<file path="src/rtl/wavelet_result_serializer.sv">
// rtl/wavelet_result_serializer.sv - buffers wide result words and re-emits them as narrow valid/ready beats
// Level counter (not pointer equality) distinguishes full from empty.
module wavelet_result_serializer #(
  parameter int DATA_WIDTH = 16,
  parameter int LANES      = 16,
  parameter int OUT_LANES  = 4,
  parameter int FIFO_DEPTH = 8,
  parameter int PKT_WORDS  = 64
) (
  input  logic                              clk,
  input  logic                              rst_n,
  input  logic                              clear,
  input  logic                              in_valid,
  input  logic [DATA_WIDTH*LANES-1:0]       in_data,
  output logic                              m_valid,
  input  logic                              m_ready,
  output logic [DATA_WIDTH*OUT_LANES-1:0]   m_data,
  output logic                              m_last,
  output logic                              overflow,
  output logic [$clog2(FIFO_DEPTH):0]       fifo_level
);

  localparam int IW    = DATA_WIDTH * LANES;
  localparam int OW    = DATA_WIDTH * OUT_LANES;
  localparam int BEATS = LANES / OUT_LANES;
  localparam int BW    = (BEATS > 1) ? $clog2(BEATS) : 1;
  localparam int PW    = $clog2(FIFO_DEPTH);
  localparam int LW    = PW + 1;
  localparam int WCW   = (PKT_WORDS > 1) ? $clog2(PKT_WORDS) : 1;

  localparam logic [BW-1:0]  LAST_BEAT = BW'(BEATS - 1);
  localparam logic [WCW-1:0] LAST_WORD = WCW'(PKT_WORDS - 1);
  localparam logic [LW-1:0]  FULL      = LW'(FIFO_DEPTH);

  logic [IW-1:0]  mem [FIFO_DEPTH];
  logic [PW-1:0]  wptr, rptr;
  logic [LW-1:0]  level;
  logic [BW-1:0]  bcnt;
  logic [WCW-1:0] wcnt;
  logic [IW-1:0]  head;
  logic [OW-1:0]  slice;
  logic           handshake, final_beat, pop, push;

  assign head       = mem[rptr];
  assign m_valid    = (level != '0);
  assign handshake  = m_valid & m_ready;
  assign final_beat = (bcnt == LAST_BEAT);
  assign pop        = handshake & final_beat;
  // A full FIFO still accepts a word when the head leaves on this same edge.
  assign push       = in_valid & ~clear & ((level != FULL) | pop);
  assign fifo_level = level;

  always_comb begin
    slice = '0;
    for (int b = 0; b < BEATS; b++) begin
      if (bcnt == BW'(b)) slice = head[b*OW +: OW];
    end
  end

  assign m_data = m_valid ? slice : '0;
  assign m_last = m_valid & final_beat & (wcnt == LAST_WORD);

  // Storage is never read while empty, so it needs no reset.
  always_ff @(posedge clk) begin
    if (push) mem[wptr] <= in_data;
  end

  always_ff @(posedge clk or negedge rst_n) begin
    if (!rst_n) begin
      wptr     <= '0;
      rptr     <= '0;
      level    <= '0;
      bcnt     <= '0;
      wcnt     <= '0;
      overflow <= 1'b0;
    end else if (clear) begin
      wptr     <= '0;
      rptr     <= '0;
      level    <= '0;
      bcnt     <= '0;
      wcnt     <= '0;
      overflow <= 1'b0;
    end else begin
      if (push) wptr <= wptr + PW'(1);
      if (pop)  rptr <= rptr + PW'(1);
      case ({push, pop})
        2'b10:   level <= level + LW'(1);
        2'b01:   level <= level - LW'(1);
        default: level <= level;
      endcase
      if (handshake) bcnt <= final_beat ? '0 : bcnt + BW'(1);
      if (pop)       wcnt <= (wcnt == LAST_WORD) ? '0 : wcnt + WCW'(1);
      if (in_valid && !push) overflow <= 1'b1;
    end
  end

endmodule

</file>
<file path="config.mk">
export PLATFORM = sky130hd
export DESIGN_NAME = wavelet_result_serializer
export DESIGN_NICKNAME = d
export VERILOG_FILES = /design/src/rtl/wavelet_result_serializer.sv
export SDC_FILE = /design/constraint.sdc
export NUM_CORES = 2
export LEC_CHECK = 0
export CELL_PAD_IN_SITES_DETAIL_PLACEMENT = 0
export CELL_PAD_IN_SITES_GLOBAL_PLACEMENT = 1
export CORE_MARGIN = 1
export CORE_UTILIZATION = 50
export DETAILED_ROUTE_END_ITERATION = 10
export DONT_BUFFER_PORTS = 1
export HOLD_SLACK_MARGIN = 0.12
export PLACE_DENSITY = 0.84
export SKIP_LAST_GASP = 1
export SLEW_MARGIN = 25
export SYNTH_ARGS = -nofsm -noshare
export SYNTH_HDL_FRONTEND = slang
export SYNTH_SLANG_ARGS = --single-unit
export TNS_END_PERCENT = 1
</file>
<file path="constraint.sdc">
create_clock -name clk -period 31.8 [get_ports clk]
set_input_delay 4.77 -clock clk [delete_from_list [all_inputs] [get_ports clk]]
set_output_delay 4.77 -clock clk [all_outputs]
set_load 0.005 [all_outputs]
</file>
==> flow_summary.yaml <==
cells_and_area:
  fill_cells: 11322
  layout.nets: 4006
  post-route-cell-area_um2: 88000
  drive_gt1_frac: 0.210
  syn2layout_area_growth_pct: 10.6
synth:
  ys_seq_area_frac: 0.779
  netlist-cell-type-count: 47
  yosysTopAreaCell: "edfxtp_1"
  synth_area_leaders: "edfxtp_1, mux4_2, mux2i_1, a211oi_1, mux2_2"
  synth-seq-cells: 2067
  syn_inst: 3680
  synth_edf_count: 2048
  synth_fp_nets: 3951
  avgSynthCellArea_um2: 21.6
  syn_area_um2: 79600
  synth_flop_cell: "edfxtp_1"
  yosys_warnings: 0
  async_flop_share: 0.00919
  synth_top_cell_area_share: 0.773
placed_design:
  dpl_cell_area_um2: 81700
  finalWeightedCongestion: 0.734
  io_buffers: 0
  place.detailed.hpwl_um: 92500
cts:
  cts_made_buffers: 198
  root_buffer: "clkbuf_16"
  htree_levels: 4
  clk_pin_slew_worst_paths_ns: 0.06
  ctsResizeCount: 0
  cts_tree: "yes"
  clock_latency_ns: 0.83
  numClockSinks: 2067
  clk_path_buf_depth: 3
  cts_setup_buffers: 0
  postCtsHoldBufs: 0
detailed_routing:
  drt_iter0_markers: 3831
  drt_first_pass_iters: 5
  wire_per_inst_um: 29.6
  drt.antenna.violating_nets: 0
  vias: 37211
  routed_via_density: 6.23
  drt_wl_total_um: 176000
  drcViolationCount: 0
setup_path:
  crit_path_start_kind: "flip-flop"
  worst-path-buf-inv: 4
  cp.arrival_ns: 6.64
  slowest_delay_ns: 0.86
  critPathTopFamily: "buffers and inverters"
  cp_common_cell: "buf_4"
  path_cells: "buf_4 -> buf_4 -> buf_4 -> buf_12 -> mux2i_1 -> a22oi_1 -> a41oi_1 -> a211oi_1"
  critPathCaptureType: "primary output"
  slowest_stage: "buf_4"
  cp_max_fo: 145
  crit_required_ns: 27.03
  path_class: "reg -> out"
timing:
  fin_setup_tns_ns: 0
  min_period_ns: 11.41
  rsz0062_at_grt: "false"
  fmax_mhz: 87.7
  hold_viol: 0
  setup_viol: 0
  whs_ns: 0.544
  fin_crit_sh: 0.359
  final-max-slew-violation-count: 0
  worst_slew_pin_slew_ns: 1.09
  fin_skew_ns: 0.0368
  slew-limit-headroom: 0.272
power:
  cellPowerDensity_nw_per_um2: 62.1
  total_power_uw: 5470
  peakVddDrop_uv: 56.3
  p_leak_uw: 0.0260
floorplanning:
  dieHeight_um: 401
  placementRows: 146
  io_pins: 332
  fp.dieW_um: 401
  dieArea_um2: 161000
  start_util: 0.503
  core_um2: 158000
hold_path:
  hold_class: "reg -> reg"
run_status:
  status: "complete, no violations"
grt:
  grt_pass1_vias: 38648
  grt_max_degree: 146
  grt_first_pass_wirelength_um: 257000
  grt-ovfl-total: 0
  antenna_found_initial: 9
  grt_use_total: 0.220
run:
  maxCapViolations: 0
## routing by layer
metal / global-route usage / up-vias / share of wire
met5: 0 / - / 0.00015
met4: 0.0767 / 4 / 0.029
met3: 0.0616 / 308 / 0.099
met2: 0.353 / 1672 / 0.48
met1: 0.291 / 19664 / 0.39
li1: - / 15563 / -
## state kept, by name (all words and copies together), names as in the netlist
signal and count:
bcnt 2, overflow 1, wptr 3, fifo_level 4, wcnt 6, rptr 3
mem 2048
## kinds of logic after synthesis
logic type	share of synthesized area
AOI/OAI and AO/OA	0.0340
xor gates and xnor gates	0.000771
adders and majority gates	0.00167
buffers and inverters	0.0156
DFF	0.779
muxes	0.151
and+or+nand+nor	0.0183
## worst min-delay path, delay by kind of cell (launching register included)
kind | cells | cell delay [ns]
flip-flops | 1 | 0.38
AO/OA/AOI/OAI | 1 | 0.05
AND/OR/NAND/NOR | 1 | 0.07
## power breakdown
group	internal, µW	switching [µW]
clock	1270	999
combinational	44.9	104
sequential	3040	9.37
## synth_stat cells, drive strengths merged (63+ instances only)
master / n
nand2: 198
o221ai: 65
nor2b: 67
mux4: 383
a211oi: 126
clkbuf: 74
a41oi: 63
buf: 143
mux2: 66
mux2i: 262
a22oi: 66
edfxtp: 2048
## layout make-up
type | count | area [µm²] | share of cell area
inverter | 5 | 21.3 | 0.000242
clock inverter | 115 | 1140 | 0.0129
multi-input combinational | 1391 | 16500 | 0.187
timing repair buffer | 72 | 644 | 0.00732
sequential | 2067 | 62000 | 0.704
tap | 2072 | 2590 | 0.0295
antenna | 2 | 5.00 | 0.0000569
clock buffer | 248 | 5160 | 0.0587
## worst paths after layout
| kind | from | to | slack, ns | depth (start not counted) |
|---|---|---|---|---|
| max | rptr[1] | m_data[8] | 20.39 | 8 |
| min | overflow | overflow | 0.54 | 2 |
| max reg2reg | bcnt[0] | mem[0][222] | 26.28 | 9 |
| min reg2reg | overflow | overflow | 0.54 | 2 |
| max in group asynchronous | rst_n | rptr[2] | 28.09 | 0 |
| min in group asynchronous | rst_n | wptr[2] | 3.63 | 0 |
## stage by stage
| step | utilization | cells | worst slack [ns] |
|---|---|---|---|
| finish | 0.556 | 5972 | 20.39 |
| detailed placement | 0.516 | 5607 | 21.20 |
| floorplan | - | 3680 | 7.94 |
| CTS | 0.556 | 5970 | 20.26 |
| global route | 0.556 | 5970 | 19.98 |
| global placement | 0.516 | 5607 | 21.20 |
## cell usage in the layout, fill, tap and decap left out, types with 6 or more instances in the layout
cell type   instances
mux4_2            383
nand3_1             9
a22oi_1            66
a41oi_1            63
mux2_2             66
clkbuf_16         199
dfrtp_1            16
clkinv_2           35
buf_4              63
mux2i_1           262
clkbuf_1           49
a211oi_1          126
o221ai_1           65
xor2_1              7
nor2b_1            64
bufinv_16          14
ha_1                8
clkinvlp_4          7
clkinv_1           41
a21oi_1             9
nor3_1              6
clkinv_16           6
edfxtp_1         2048
nor2_4              7
nand2_1           196
buf_12              8
nor2_1             15
Note: power is estimated with default switching activity, not from simulation.
